**src/rtl/hockey_pkg.sv**
```systemverilog
// Shared definitions for the hockey scoreboard display: segment codes,
// FSM state encoding, TURN encodings and the symbol codes fed to seg7_encode.
package hockey_pkg;

  typedef enum logic [1:0] {
    ST_PLAY  = 2'd0,
    ST_FLASH = 2'd1,
    ST_OVER  = 2'd2
  } state_t;

  localparam logic [1:0] TURN_IDLE = 2'd0;
  localparam logic [1:0] TURN_A    = 2'd1;
  localparam logic [1:0] TURN_B    = 2'd2;

  // Symbol codes: 0-7 are the digits themselves, the rest are letters/marks.
  typedef logic [3:0] sym_t;
  localparam sym_t SYM_A     = 4'd8;
  localparam sym_t SYM_B     = 4'd9;
  localparam sym_t SYM_DASH  = 4'd10;
  localparam sym_t SYM_BLANK = 4'd11;

  // Active-low segment patterns {g,f,e,d,c,b,a}.
  localparam logic [6:0] SEG_0     = 7'h40;
  localparam logic [6:0] SEG_1     = 7'h79;
  localparam logic [6:0] SEG_2     = 7'h24;
  localparam logic [6:0] SEG_3     = 7'h30;
  localparam logic [6:0] SEG_4     = 7'h19;
  localparam logic [6:0] SEG_5     = 7'h12;
  localparam logic [6:0] SEG_6     = 7'h02;
  localparam logic [6:0] SEG_7     = 7'h78;
  localparam logic [6:0] SEG_A     = 7'h08;
  localparam logic [6:0] SEG_B     = 7'h03;
  localparam logic [6:0] SEG_DASH  = 7'h3F;
  localparam logic [6:0] SEG_BLANK = 7'h7F;

  localparam logic [7:0] AN_OFF    = 8'hFF;

  function automatic sym_t digit_sym(input logic [2:0] value);
    return {1'b0, value};
  endfunction

endpackage

```
**src/rtl/seg7_encode.sv**
```systemverilog
// Symbol code to active-low seven-segment pattern; unknown codes show blank.
module seg7_encode
  import hockey_pkg::*;
(
  input  logic [3:0] sym,
  output logic [6:0] seg
);

  always_comb begin
    seg = SEG_BLANK;
    case (sym)
      4'd0:     seg = SEG_0;
      4'd1:     seg = SEG_1;
      4'd2:     seg = SEG_2;
      4'd3:     seg = SEG_3;
      4'd4:     seg = SEG_4;
      4'd5:     seg = SEG_5;
      4'd6:     seg = SEG_6;
      4'd7:     seg = SEG_7;
      SYM_A:    seg = SEG_A;
      SYM_B:    seg = SEG_B;
      SYM_DASH: seg = SEG_DASH;
      default:  seg = SEG_BLANK;
    endcase
  end

endmodule

```
**src/rtl/hockey_display.sv**
```systemverilog
// Eight-digit multiplexed scoreboard with goal flash and game-over screens.
// All outputs are registered from the current scan index and state.
module hockey_display
  import hockey_pkg::*;
#(
  parameter int REFRESH_DIV  = 16,
  parameter int BLINK_DIV    = 64,
  parameter int FLASH_BLINKS = 4
) (
  input  logic       clk,
  input  logic       rst,
  input  logic [2:0] X_COORD,
  input  logic [2:0] Y_COORD,
  input  logic [2:0] SCOREA,
  input  logic [2:0] SCOREB,
  input  logic [1:0] TURN,
  input  logic       GOAL_A,
  input  logic       GOAL_B,
  input  logic       END_GAME,
  output logic [7:0] AN,
  output logic [6:0] SEG,
  output logic       LEDA,
  output logic       LEDB,
  output logic [4:0] LEDX
);

  localparam int RW     = (REFRESH_DIV > 1) ? $clog2(REFRESH_DIV) : 1;
  localparam int BW     = (BLINK_DIV > 1) ? $clog2(BLINK_DIV) : 1;
  localparam int HALVES = 2 * FLASH_BLINKS;
  localparam int HW     = (HALVES > 1) ? $clog2(HALVES) : 1;

  localparam logic [RW-1:0] REFRESH_LAST = RW'(REFRESH_DIV - 1);
  localparam logic [BW-1:0] BLINK_LAST   = BW'(BLINK_DIV - 1);
  localparam logic [HW-1:0] HALF_LAST    = HW'(HALVES - 1);

  state_t          state_reg, state_next;
  logic [RW-1:0]   refresh_cnt_reg;
  logic [2:0]      digit_idx_reg;
  logic [BW-1:0]   blink_cnt_reg, blink_cnt_next;
  logic [HW-1:0]   half_cnt_reg, half_cnt_next;
  logic            phase_reg, phase_next;
  logic            scorer_a_reg, scorer_a_next;
  logic            scorer_b_reg, scorer_b_next;

  logic [7:0]      an_reg, an_next;
  logic [6:0]      seg_reg, seg_next;
  logic            leda_reg, leda_next;
  logic            ledb_reg, ledb_next;
  logic [4:0]      ledx_reg, ledx_next;

  logic            goal;
  logic            blink_last;
  logic            flash_done;
  logic            a_wins, b_wins;
  sym_t            sym;
  sym_t            winner_sym;
  logic [7:0]      an_scan;
  logic [4:0]      ledx_onehot;

  assign goal       = GOAL_A | GOAL_B;
  assign blink_last = (blink_cnt_reg == BLINK_LAST);
  assign flash_done = blink_last && (half_cnt_reg == HALF_LAST);
  assign a_wins     = (SCOREA > SCOREB);
  assign b_wins     = (SCOREB > SCOREA);
  assign winner_sym = a_wins ? SYM_A : (b_wins ? SYM_B : SYM_DASH);

  genvar gi;
  generate
    for (gi = 0; gi < 8; gi++) begin : g_an_scan
      assign an_scan[gi] = (digit_idx_reg != 3'(gi));
    end
    // Columns 5-7 have no LED, so they leave the indicator dark.
    for (gi = 0; gi < 5; gi++) begin : g_ledx
      assign ledx_onehot[gi] = (X_COORD == 3'(gi));
    end
  endgenerate

  // ---------------- FSM: state register ----------------
  always_ff @(posedge clk or posedge rst) begin
    if (rst) begin
      state_reg <= ST_PLAY;
    end else begin
      state_reg <= state_next;
    end
  end

  // ---------------- FSM: next-state logic ----------------
  always_comb begin
    state_next = state_reg;
    if (END_GAME) begin
      state_next = ST_OVER;
    end else begin
      case (state_reg)
        ST_PLAY:  if (goal) state_next = ST_FLASH;
        ST_FLASH: if (!goal && flash_done) state_next = ST_PLAY;
        ST_OVER:  state_next = ST_PLAY;
        default:  state_next = ST_PLAY;
      endcase
    end
  end

  // Flash timing and scorer latch; a goal while flashing restarts the sequence.
  always_comb begin
    blink_cnt_next = '0;
    half_cnt_next  = '0;
    phase_next     = 1'b0;
    scorer_a_next  = 1'b0;
    scorer_b_next  = 1'b0;
    if (state_next == ST_FLASH) begin
      if (goal) begin
        scorer_a_next = GOAL_A | ((state_reg == ST_FLASH) & scorer_a_reg);
        scorer_b_next = GOAL_B | ((state_reg == ST_FLASH) & scorer_b_reg);
      end else begin
        scorer_a_next  = scorer_a_reg;
        scorer_b_next  = scorer_b_reg;
        blink_cnt_next = blink_last ? '0 : blink_cnt_reg + 1'b1;
        half_cnt_next  = blink_last ? half_cnt_reg + 1'b1 : half_cnt_reg;
        phase_next     = blink_last ? ~phase_reg : phase_reg;
      end
    end
  end

  always_ff @(posedge clk or posedge rst) begin
    if (rst) begin
      blink_cnt_reg <= '0;
      half_cnt_reg  <= '0;
      phase_reg     <= 1'b0;
      scorer_a_reg  <= 1'b0;
      scorer_b_reg  <= 1'b0;
    end else begin
      blink_cnt_reg <= blink_cnt_next;
      half_cnt_reg  <= half_cnt_next;
      phase_reg     <= phase_next;
      scorer_a_reg  <= scorer_a_next;
      scorer_b_reg  <= scorer_b_next;
    end
  end

  // Digit scan runs continuously, independent of the game state.
  always_ff @(posedge clk or posedge rst) begin
    if (rst) begin
      refresh_cnt_reg <= '0;
      digit_idx_reg   <= 3'd0;
    end else if (refresh_cnt_reg == REFRESH_LAST) begin
      refresh_cnt_reg <= '0;
      digit_idx_reg   <= digit_idx_reg + 3'd1;
    end else begin
      refresh_cnt_reg <= refresh_cnt_reg + 1'b1;
    end
  end

  // ---------------- FSM: output logic ----------------
  always_comb begin
    case (digit_idx_reg)
      3'd7:    sym = (state_reg == ST_OVER) ? winner_sym : SYM_A;
      3'd6:    sym = digit_sym(SCOREA);
      3'd5:    sym = SYM_BLANK;
      3'd4:    sym = SYM_DASH;
      3'd3:    sym = SYM_B;
      3'd2:    sym = digit_sym(SCOREB);
      3'd1:    sym = digit_sym(X_COORD);
      default: sym = digit_sym(Y_COORD);
    endcase

    an_next   = an_scan;
    leda_next = 1'b0;
    ledb_next = 1'b0;
    ledx_next = ledx_onehot;
    case (state_reg)
      ST_PLAY: begin
        leda_next = (TURN == TURN_A);
        ledb_next = (TURN == TURN_B);
      end
      ST_FLASH: begin
        if (!phase_reg) an_next = AN_OFF;
        leda_next = phase_reg & scorer_a_reg;
        ledb_next = phase_reg & scorer_b_reg;
      end
      ST_OVER: begin
        leda_next = a_wins;
        ledb_next = b_wins;
        ledx_next = 5'h1F;
      end
      default: begin
        an_next = AN_OFF;
      end
    endcase
  end

  seg7_encode u_seg7_encode (
    .sym (sym),
    .seg (seg_next)
  );

  always_ff @(posedge clk or posedge rst) begin
    if (rst) begin
      an_reg   <= AN_OFF;
      seg_reg  <= SEG_BLANK;
      leda_reg <= 1'b0;
      ledb_reg <= 1'b0;
      ledx_reg <= 5'h00;
    end else begin
      an_reg   <= an_next;
      seg_reg  <= seg_next;
      leda_reg <= leda_next;
      ledb_reg <= ledb_next;
      ledx_reg <= ledx_next;
    end
  end

  assign AN   = an_reg;
  assign SEG  = seg_reg;
  assign LEDA = leda_reg;
  assign LEDB = ledb_reg;
  assign LEDX = ledx_reg;

endmodule
```
**config.mk**
```make
export PLATFORM = sky130hd
export DESIGN_NAME = hockey_display
export DESIGN_NICKNAME = d
export VERILOG_FILES = /design/src/rtl/hockey_pkg.sv /design/src/rtl/seg7_encode.sv /design/src/rtl/hockey_display.sv
export SDC_FILE = /design/constraint.sdc
export NUM_CORES = 1
export LEC_CHECK = 0
export CAP_MARGIN = 5
export CORE_MARGIN = 3
export CORE_UTILIZATION = 29
export CTS_BUF_LIST = sky130_fd_sc_hd__clkbuf_4
export DETAILED_ROUTE_END_ITERATION = 8
export PLACE_DENSITY = 0.56
export SLEW_MARGIN = 20
export SYNTH_ARGS = -nofsm -noshare
export SYNTH_HDL_FRONTEND = slang
export SYNTH_SLANG_ARGS = --single-unit
```
**constraint.sdc**
```tcl
create_clock -name clk -period 2.26 [get_ports clk]
set_input_delay 0.452 -clock clk [delete_from_list [all_inputs] [get_ports clk]]
set_output_delay 0.452 -clock clk [all_outputs]
set_load 0.02 [all_outputs]
```
Yosys cells after proc, flatten, opt, wreduce, memory -nomap -nowiden
Memories as Yosys holds them, arrays and structs flattened. A register that Yosys moved wholly into a read port is not among the register bits.
Cells that the tools add are included.

word-level totals
  bits of input ports = 19
  memories kept = 1
  output and inout bits = 22
  word-level logic and storage cells = 89
  memory bits (read-only) = 112
  register bits = 36

cells by class
  magnitude comparators = 2
  bitwise logic cells = 8
  eq/ne operators = 28
  reductions and logical operators = 7
  add/sub/neg operators = 4
  multiplexer cells = 27

memory list
  memory           depth  bits a word  rd ports  clocked after Yosys merged registers in  write ports  line               source
  (no name shown)  16     7            1         1                                        0            seg7_encode.sv:11  case (sym)

operators by type and width
  kind                                                                   count
  4-bit case mux with 7 select lines                                     1
  3-bit equality test, second input constant                             6
  6-bit two-way mux                                                      3
  8-bit case mux with 2 select lines                                     1
  3-bit != test, second input constant                                   5
  3-bit by 2-bit equality test with 1-bit output, second input constant  4
  2-bit two-way mux                                                      6
  3-bit two-way mux                                                      3
  8-bit two-way mux                                                      1
  1-bit two-way mux                                                      7
  3-bit by 1-bit adder with 3-bit output, second input constant          2
  6-bit by 1-bit adder with 6-bit output, second input constant          1
  2-bit by 1-bit equality test with 1-bit output, second input constant  3
  3-bit by 1-bit equality test with 1-bit output, second input constant  2
  6-bit equality test, second input constant                             1
  3-bit greater-than comparator                                          2
  3-bit by 2-bit != test with 1-bit output, second input constant        2
  1-bit case mux with 3 select lines                                     2
  5-bit two-way mux                                                      1
  4-bit by 1-bit adder with 4-bit output, second input constant          1
  1-bit bitwise AND                                                      4
  2-bit equality test, second input constant                             2
  4-bit equality test, second input constant                             1
  4-bit two-way mux                                                      1
  other kinds (11)                                                       14

Longest topological paths before layout
Gate-level depths: netlist of run 1.

  depth after elaboration = 8
  mapped depth = 12
  mapped depth without buffers = 10

By module
A second synthesis of run 1 with hierarchy kept.

unflattened totals
  cell total of the unflattened synthesis = 207
  area, all modules = 2179.6 µm²

modules (own cells, without submodules)
  module          area an instance (µm²)  times used  cells each  seq. area each (µm²)
  hockey_display  1943.1                  1           173         1094.8
  seg7_encode     236.5                   1           34          0.0

Worst setup path after synthesis of run 1
OpenSTA, ideal clock, no wires.

  path type = reg2reg
  start = reg digit_idx_reg[0]
  end = reg seg_reg[3] (netlist: SEG[3])
  data required time = 2179 ps
  slack = -237 ps
  clock period less this slack = 2497 ps
  stages on the path, launching flop included = 11
  arrival time = 2416 ps
  path buffers = 1
  setup time = 81 ps
  cell sequence = dfrtp_1 > ha_1 > ha_1 > nor4_2 > and2_4 > a311oi_4 > or2_1 > buf_6 > ha_1 > nand2b_1 > o221a_1

between the ends
  longest elaborated chain between the ends = 2
  elaborated cells between the ends (all ways) = 8
  classes of those cells = eq/ne (7); mux (1)

RTL lines
  item                                                                          line                   source
  start: declaration                                                            hockey_display.sv:38   logic [2:0] digit_idx_reg;
  start signal: assignment                                                      hockey_display.sv:146  digit_idx_reg <= digit_idx_reg + 3'd1;
  3-bit by 1-bit equality test with 1-bit output, or another cell as far along  hockey_display.sv:154  case (digit_idx_reg)
  4-bit case mux with 7 select lines *                                          hockey_display.sv:154
  end: declaration                                                              hockey_display.sv:46   logic [6:0] seg_reg, seg_next;

Every way passes the cells marked *; elsewhere a longest branch is shown, timed or not.
A chain may end at the register's enable or synchronous reset.

Final worst setup path of run 1
  start = reg digit_idx_reg[1]
  end = reg seg_reg[3] (netlist: SEG[3])

Same word-level chain as after synthesis.

==> run_results.csv, run 1 <==
group,metric,value,unit
setup_path,path_max_fanout,5,
global_routing,grt_pass1_wl,8560,um
floorplan,die_h,93.5,um
global_routing,grt_use_total,0.125,
clocking,cts-root-buf,"clkbuf_4",
global_routing,grt_max_degree,44,
layout,area_growth,42.4,%
timing,maxSlewViolCount,0,
floorplan,die-area,8740,sq um
layout,fin_nets,318,
layout,largest_reg_flops,8,
setup_path,cp-startpoint,"digit_idx_reg[1]",
timing,post-route-min-period,2.27,ns
floorplan,io_pins,41,
setup_path,cp_slowest_stage_delay,0.47,ns
routing,viasPerCell,4.55,
logic_synthesis,synthFlopType,"dfrtp_1",
setup_path,required,2.56,ns
timing,hold_violations,0,
global_routing,grt_remaining_overflow,0,
timing,rsz0062_at_grt,"true",
floorplan,core_area,7330,sq um
layout,drive_gt1_frac,0.314,
setup_path,critPathArrivalTime,2.57,ns
floorplan,num_rows,31,
power,p_leak,1.33,nW
clocking,clkLatencyLatePin,0.36,ns
routing,ant_nets,0,
global_routing,antenna_found_initial,0,
timing,post-route-period-util,1.00,
routing,wirelength,5110,um
logic_synthesis,syn_area,2220,sq um
logic_synthesis,synth_seq_cells,43,
placement,dpl.hpwl,3720,um
power,power.density,471,nW/um^2
setup_path,r2r_start,"digit_idx_reg[1]",
worst_hold_path,hold_path_class,"register to register",
clocking,cts_tree,"done",
timing,slew_headroom,0.611,
placement,dp_cells,371,
logic_synthesis,synthCells,209,
setup_path,worst-setup-path-type,"register to register",
placement,pre_cts_ws,-0.552,ns
timing,tns,-0.00690,ns
setup_path,worstPathCellList,"ha_4 > ha_4 > nor4_4 > and2_4 > a311oi_4 > or2_4 > ha_4 > nand2b_4 > o221a_1",
logic_synthesis,yosys.cell_types.count,48,
status,violations,"setup timing",
worst_hold_path,worstHoldStart,"blink_cnt_reg[0]",
setup_path,worstSetupStartpointType,"register",
logic_synthesis,syn_area_per_cell,10.6,sq um
timing,tightest_slew,0.581,ns
logic_synthesis,ys_seq_area_frac,0.493,
layout,stdcell_area,3160,sq um
logic_synthesis,async_reset_ff_frac,1.00,
timing,fin_worst_skew,0.0128,ns
routing,vias,1739,
clocking,clkTransAtPathRegs,0.15,ns
global_routing,grt_pass1_vias,1759,
routing,post_drt_wl_per_cell,13.4,um
logic_synthesis,yosys_warnings,0,
placement,place_congestion,0.736,
routing,drc_errors,0,
floorplan,die_w,93.5,um
clocking,clkSinkCount,43,
clocking,cts_buffer_depth,2,
power,ir_drop,0.197,mV
floorplan,start_util,0.303,
logic_synthesis,synth_edf_count,0,
timing,fin_ws,-0.00690,ns
placement,placed_cell_area,3010,sq um
timing,fmax,0.441,GHz
setup_path,end_kind,"register",
routing,drtIter0Drc,81,
setup_path,crit_path_frequent_cell,"ha_4",
timing,setup_viol,1,
clocking,cts_max_level,2,
clocking,numCtsBuffers,5,
logic_synthesis,synthesis.nets,245,
layout,final_cells,382,
status,status,"complete, but fails checks",
job,cap_violations,0,
layout,fill_cells,692,
setup_path,crit_slowest_cell,"dfrtp_2",
placement,io_buffers,40,
routing,drt_pass1_iterations,4,
layout,antenna_cells,0,
kinds of logic after synthesis:
kind of cell    synth area share
mux                       0.0344
fa+ha+maj                 0.0958
compound gates             0.141
xor+xnor                  0.0355
simple gates               0.162
buf+inv                   0.0377
flops                      0.493
final timing paths:
path	to	slack (ns)	cells past startpoint
worst max register to register	SEG[3]	-0.007	9
worst min-delay path	blink_cnt_reg[0]	0.47	1
min in group asynchronous	LEDX[1]	0.49	3
worst max-delay path	SEG[3]	-0.007	9
worst min register to register	blink_cnt_reg[0]	0.47	1
max in group asynchronous	digit_idx_reg[1]	1.34	3
repair_timing:
action,in CTS,in global routing
endpoints found under the setup margin,7,7
hold buffers,0,0
gates resized for setup,13,9
pin swaps,6,6
buffers inserted,2,1
layer usage:
metal  vias to the layer above  track usage  share of wire
met5                         -            0              0
met1                       822        0.179           0.50
li1                        866            -              -
met4                         0       0.0366          0.012
met3                         6       0.0249          0.038
met2                        45        0.191           0.45
critical path: cells and delay by family, from the launching register on:
| family | cells | cell delay, ns |
|---|---|---|
| AO/OA/AOI/OAI | 2 | 0.27 |
| AND/OR/NAND/NOR | 4 | 0.91 |
| flip-flops | 1 | 0.47 |
| adder cells (fa/ha/maj) | 3 | 0.57 |
report_power, final:
group / internal (mW) / switching, mW / total [mW] / leakage [nW]
clock network: 0.237 / 0.280 / 0.516 / 0.0418
registers: 0.787 / 0.00696 / 0.794 / 0.514
logic: 0.0871 / 0.0906 / 0.178 / 0.773
area by class of cell:
type	count	area (sq um)	share of cell area
repair buffers	70	622	0.197
clock inverters	3	46.3	0.0146
multi-input cells	147	1180	0.372
inverters	15	56.3	0.0178
clock buffers	5	37.5	0.0119
well taps	99	124	0.0392
flip-flops and latches	43	1100	0.347
synthesized netlist by cell type (2+ instances only):
| library cell | count | share of area |
|---|---|---|
| dfrtp_1 | 28 | 0.32 |
| nor2_1 | 22 | 0.037 |
| nand2_1 | 20 | 0.034 |
| ha_1 | 17 | 0.096 |
| dfstp_2 | 15 | 0.18 |
| inv_1 | 14 | 0.024 |
| nand3_1 | 11 | 0.025 |
| a21oi_1 | 8 | 0.018 |
| o21ai_0 | 8 | 0.018 |
| nand2b_1 | 6 | 0.017 |
| xnor2_1 | 6 | 0.024 |
| mux2i_1 | 4 | 0.018 |
| a31oi_1 | 3 | 0.0085 |
| o221a_1 | 3 | 0.015 |
| xor2_1 | 3 | 0.012 |
| a21boi_0 | 2 | 0.0068 |
| and3_1 | 2 | 0.0056 |
| mux2_2 | 2 | 0.010 |
| nor3_1 | 2 | 0.0045 |
| o22ai_1 | 2 | 0.0056 |
| o31ai_1 | 2 | 0.0068 |
| or2_1 | 2 | 0.0056 |
| or2b_1 | 2 | 0.0068 |
layout by cell type, fill, tap and decap left out, types with 4 or more instances in the layout:
cell / instances
a21oi_1: 8
buf_4: 29
clkbuf_4: 5
clkdlybuf4s50_1: 34
dfrtp_1: 25
dfstp_2: 15
dlygate4sd2_1: 6
ha_1: 6
ha_2: 5
ha_4: 6
inv_1: 10
inv_2: 5
mux2i_1: 4
nand2_1: 19
nand2b_1: 4
nand3_1: 11
nor2_1: 21
o21ai_0: 8
xnor2_1: 6
stage by stage:
step | hold slack (ns) | power (mW) | util
CTS | 0.474 | 1.51 | 0.427
finish | 0.472 | 1.49 | 0.431
global placement | 0.448 | 0.982 | 0.411
global route | 0.502 | 1.56 | 0.431
floorplan | 0.433 | 0.889 | -
detailed placement | 0.454 | 0.983 | 0.411
No activity file was read; power rests on OpenSTA's default activity.
==> run 2, diff against run 1 <==
--- a/config.mk
+++ b/config.mk
@@ -15,3 +15,4 @@
 export SYNTH_ARGS = -nofsm -noshare
 export SYNTH_HDL_FRONTEND = slang
 export SYNTH_SLANG_ARGS = --single-unit
+export TNS_END_PERCENT = 20
==> run_results.csv, run 2 (same netlist as run 1, synthesis figures left out) <==
group,metric,value,unit
global_routing,grt_remaining_overflow,0,
routing,vias,1713,
placement,dpl.hpwl,3720,um
global_routing,busiest_layer,"met2",
timing,tns,-0.000987,ns
placement,place_congestion,0.736,
placement,io_buffers,40,
clocking,clkTransAtPathRegs,0.15,ns
power,internal-power,1.11,mW
floorplan,start_util,0.303,
power,switching_share,0.252,
power,ir_drop,0.198,mV
clocking,numCtsBuffers,5,
timing,post-route-min-period,2.26,ns
setup_path,cp_top_family,"simple AND/OR/NAND/NOR gates",
floorplan,die_h,93.5,um
global_routing,grt_use_met3,0.0249,
global_routing,antenna_found_initial,0,
timing,fmax,0.442,GHz
timing,post-route-period-util,1.00,
timing,setup_viol,1,
timing,hold_violations,0,
power,pwr-share-seq,0.534,
power,power_frac_clock,0.346,
clocking,ctsHoldBuffers,0,
layout,largest_reg_flops,8,
layout,fill_cells,693,
clocking,cts_buffer_depth,2,
global_routing,grt_use_total,0.125,
layout,final_common_cell,"clkdlybuf4s50_1",
setup_path,cp_slowest_stage_delay,0.47,ns
layout,antenna_cells,0,
routing,drtIter0Drc,69,
timing,fin_worst_skew,0.0164,ns
timing,tightest_slew,0.581,ns
placement,placed_cell_area,3010,sq um
routing,viasPerCell,4.50,
power,combPwrFrac,0.120,
floorplan,num_rows,31,
global_routing,grtUsageMet2,0.191,
setup_path,worstPathCellList,"ha_4 > ha_4 > nor4_4 > and2_4 > a311oi_4 > or2_4 > ha_4 > nand2b_4 > o221a_1",
floorplan,io_pins,41,
global_routing,grt_max_degree,44,
layout,layout_common_cells,"34 x clkdlybuf4s50_1, 28 x buf_4, 25 x dfrtp_1",
job,cap_violations,0,
setup_path,critPathArrivalTime,2.55,ns
routing,post_drt_wl_per_cell,13.3,um
routing,ant_nets,0,
global_routing,grt_pass1_wl,8560,um
setup_path,path_max_fanout,5,
timing,maxSlewViolCount,0,
power,p_sw,0.375,mW
clocking,cts-root-buf,"clkbuf_4",
setup_path,worst-setup-path-type,"register to register",
timing,fin_ws,-0.000987,ns
timing,slew_headroom,0.611,
floorplan,die_w,93.5,um
status,violations,"setup timing",
timing,rsz0062_at_grt,"true",
floorplan,die-area,8740,sq um
clocking,clkSinkCount,43,
clocking,cts_tree,"done",
global_routing,grtUsageMet1,0.179,
worst_hold_path,hold_path_class,"register to register",
routing,wirelength,5050,um
routing,drc_errors,0,
setup_path,worstSetupStartpointType,"register",
layout,stdcell_area,3150,sq um
power,power.density,471,nW/um^2
routing,drt_pass1_iterations,4,
power,p_leak,1.33,nW
status,status,"complete, but fails checks",
floorplan,core_area,7330,sq um
setup_path,crit_path_frequent_cell,"ha_4",
setup_path,end_kind,"register",
clocking,clkLatencyLatePin,0.36,ns
setup_path,required,2.55,ns
setup_path,crit_slowest_cell,"dfrtp_2",
setup_path,critPathBufInv,0,
layout,area_growth,41.9,%
layout,fin_nets,317,
global_routing,grt_pass1_vias,1759,
layout,drive_gt1_frac,0.309,
layout,utilization,0.430,
clocking,cts_max_level,2,
run 2: cell types whose count changed in the layout (fill, tap and decap cells not counted), sizes merged:
cell  before  now
buf       30   29
run 2: worst register-to-register path: cells and delay by family (launching register included):
family,cells,cell delay [ns]
AND/OR/NAND/NOR,4,0.90
AO/OA/AOI/OAI,2,0.27
adder cells (fa/ha/maj),3,0.56
flip-flops,1,0.47
run 2: power by group through the flow:
stage / sequential [mW] / clock (mW) / combinational [mW]
2_1_floorplan: 0.822 / 0 / 0.0666
3_3_place_gp: 0.807 / 0 / 0.175
3_5_place_dp: 0.807 / 0 / 0.176
4_1_cts: 0.794 / 0.539 / 0.178
5_1_grt: 0.797 / 0.572 / 0.195
6_report: 0.794 / 0.514 / 0.178
run 2: final cells by class:
cell class,instances,area (sq um),share of cell area
sequential,43,1100,0.349
multi-input combinational,147,1170,0.373
tap,99,124,0.0393
timing repair buffer,69,614,0.195
clock inverter,3,46.3,0.0147
inverter,15,56.3,0.0179
clock buffer,5,37.5,0.0119
run 2: path summary, 6_finish.rpt:
path	start	endpoint	slack, ns	cells after the start
max	digit_idx_reg[1]	SEG[3]	-0.001	9
min	blink_cnt_reg[0]	blink_cnt_reg[0]	0.47	1
max reg2reg	digit_idx_reg[1]	SEG[3]	-0.001	9
min reg2reg	blink_cnt_reg[0]	blink_cnt_reg[0]	0.47	1
max in group asynchronous	rst	digit_idx_reg[1]	1.34	3
min in group asynchronous	rst	LEDX[1]	0.49	3
run 2: timing repair:
action                                  CTS  global route
cloned                                    0             0
buffers inserted                          2             0
gates resized for setup                  13             8
pin swaps                                 6             5
endpoints found under the setup margin    7             7
run 2: routing by layer:
metal / share of wire / routed length [um]
met5: 0 / 0
met4: 0.012 / 62
met3: 0.032 / 161
met2: 0.45 / 2260
met1: 0.51 / 2570
run 2: stage by stage:
step                      hold slack, ns  std cells  power (mW)  worst slack [ns]
after floorplan                    0.433        209       0.889           0.00533
final                              0.472        381        1.49         -0.000987
after global placement             0.448        371       0.982            -0.531
after CTS                          0.474        381        1.51          -0.00710
after global routing               0.502        381        1.56            -0.127
after detailed placement           0.454        371       0.983            -0.552
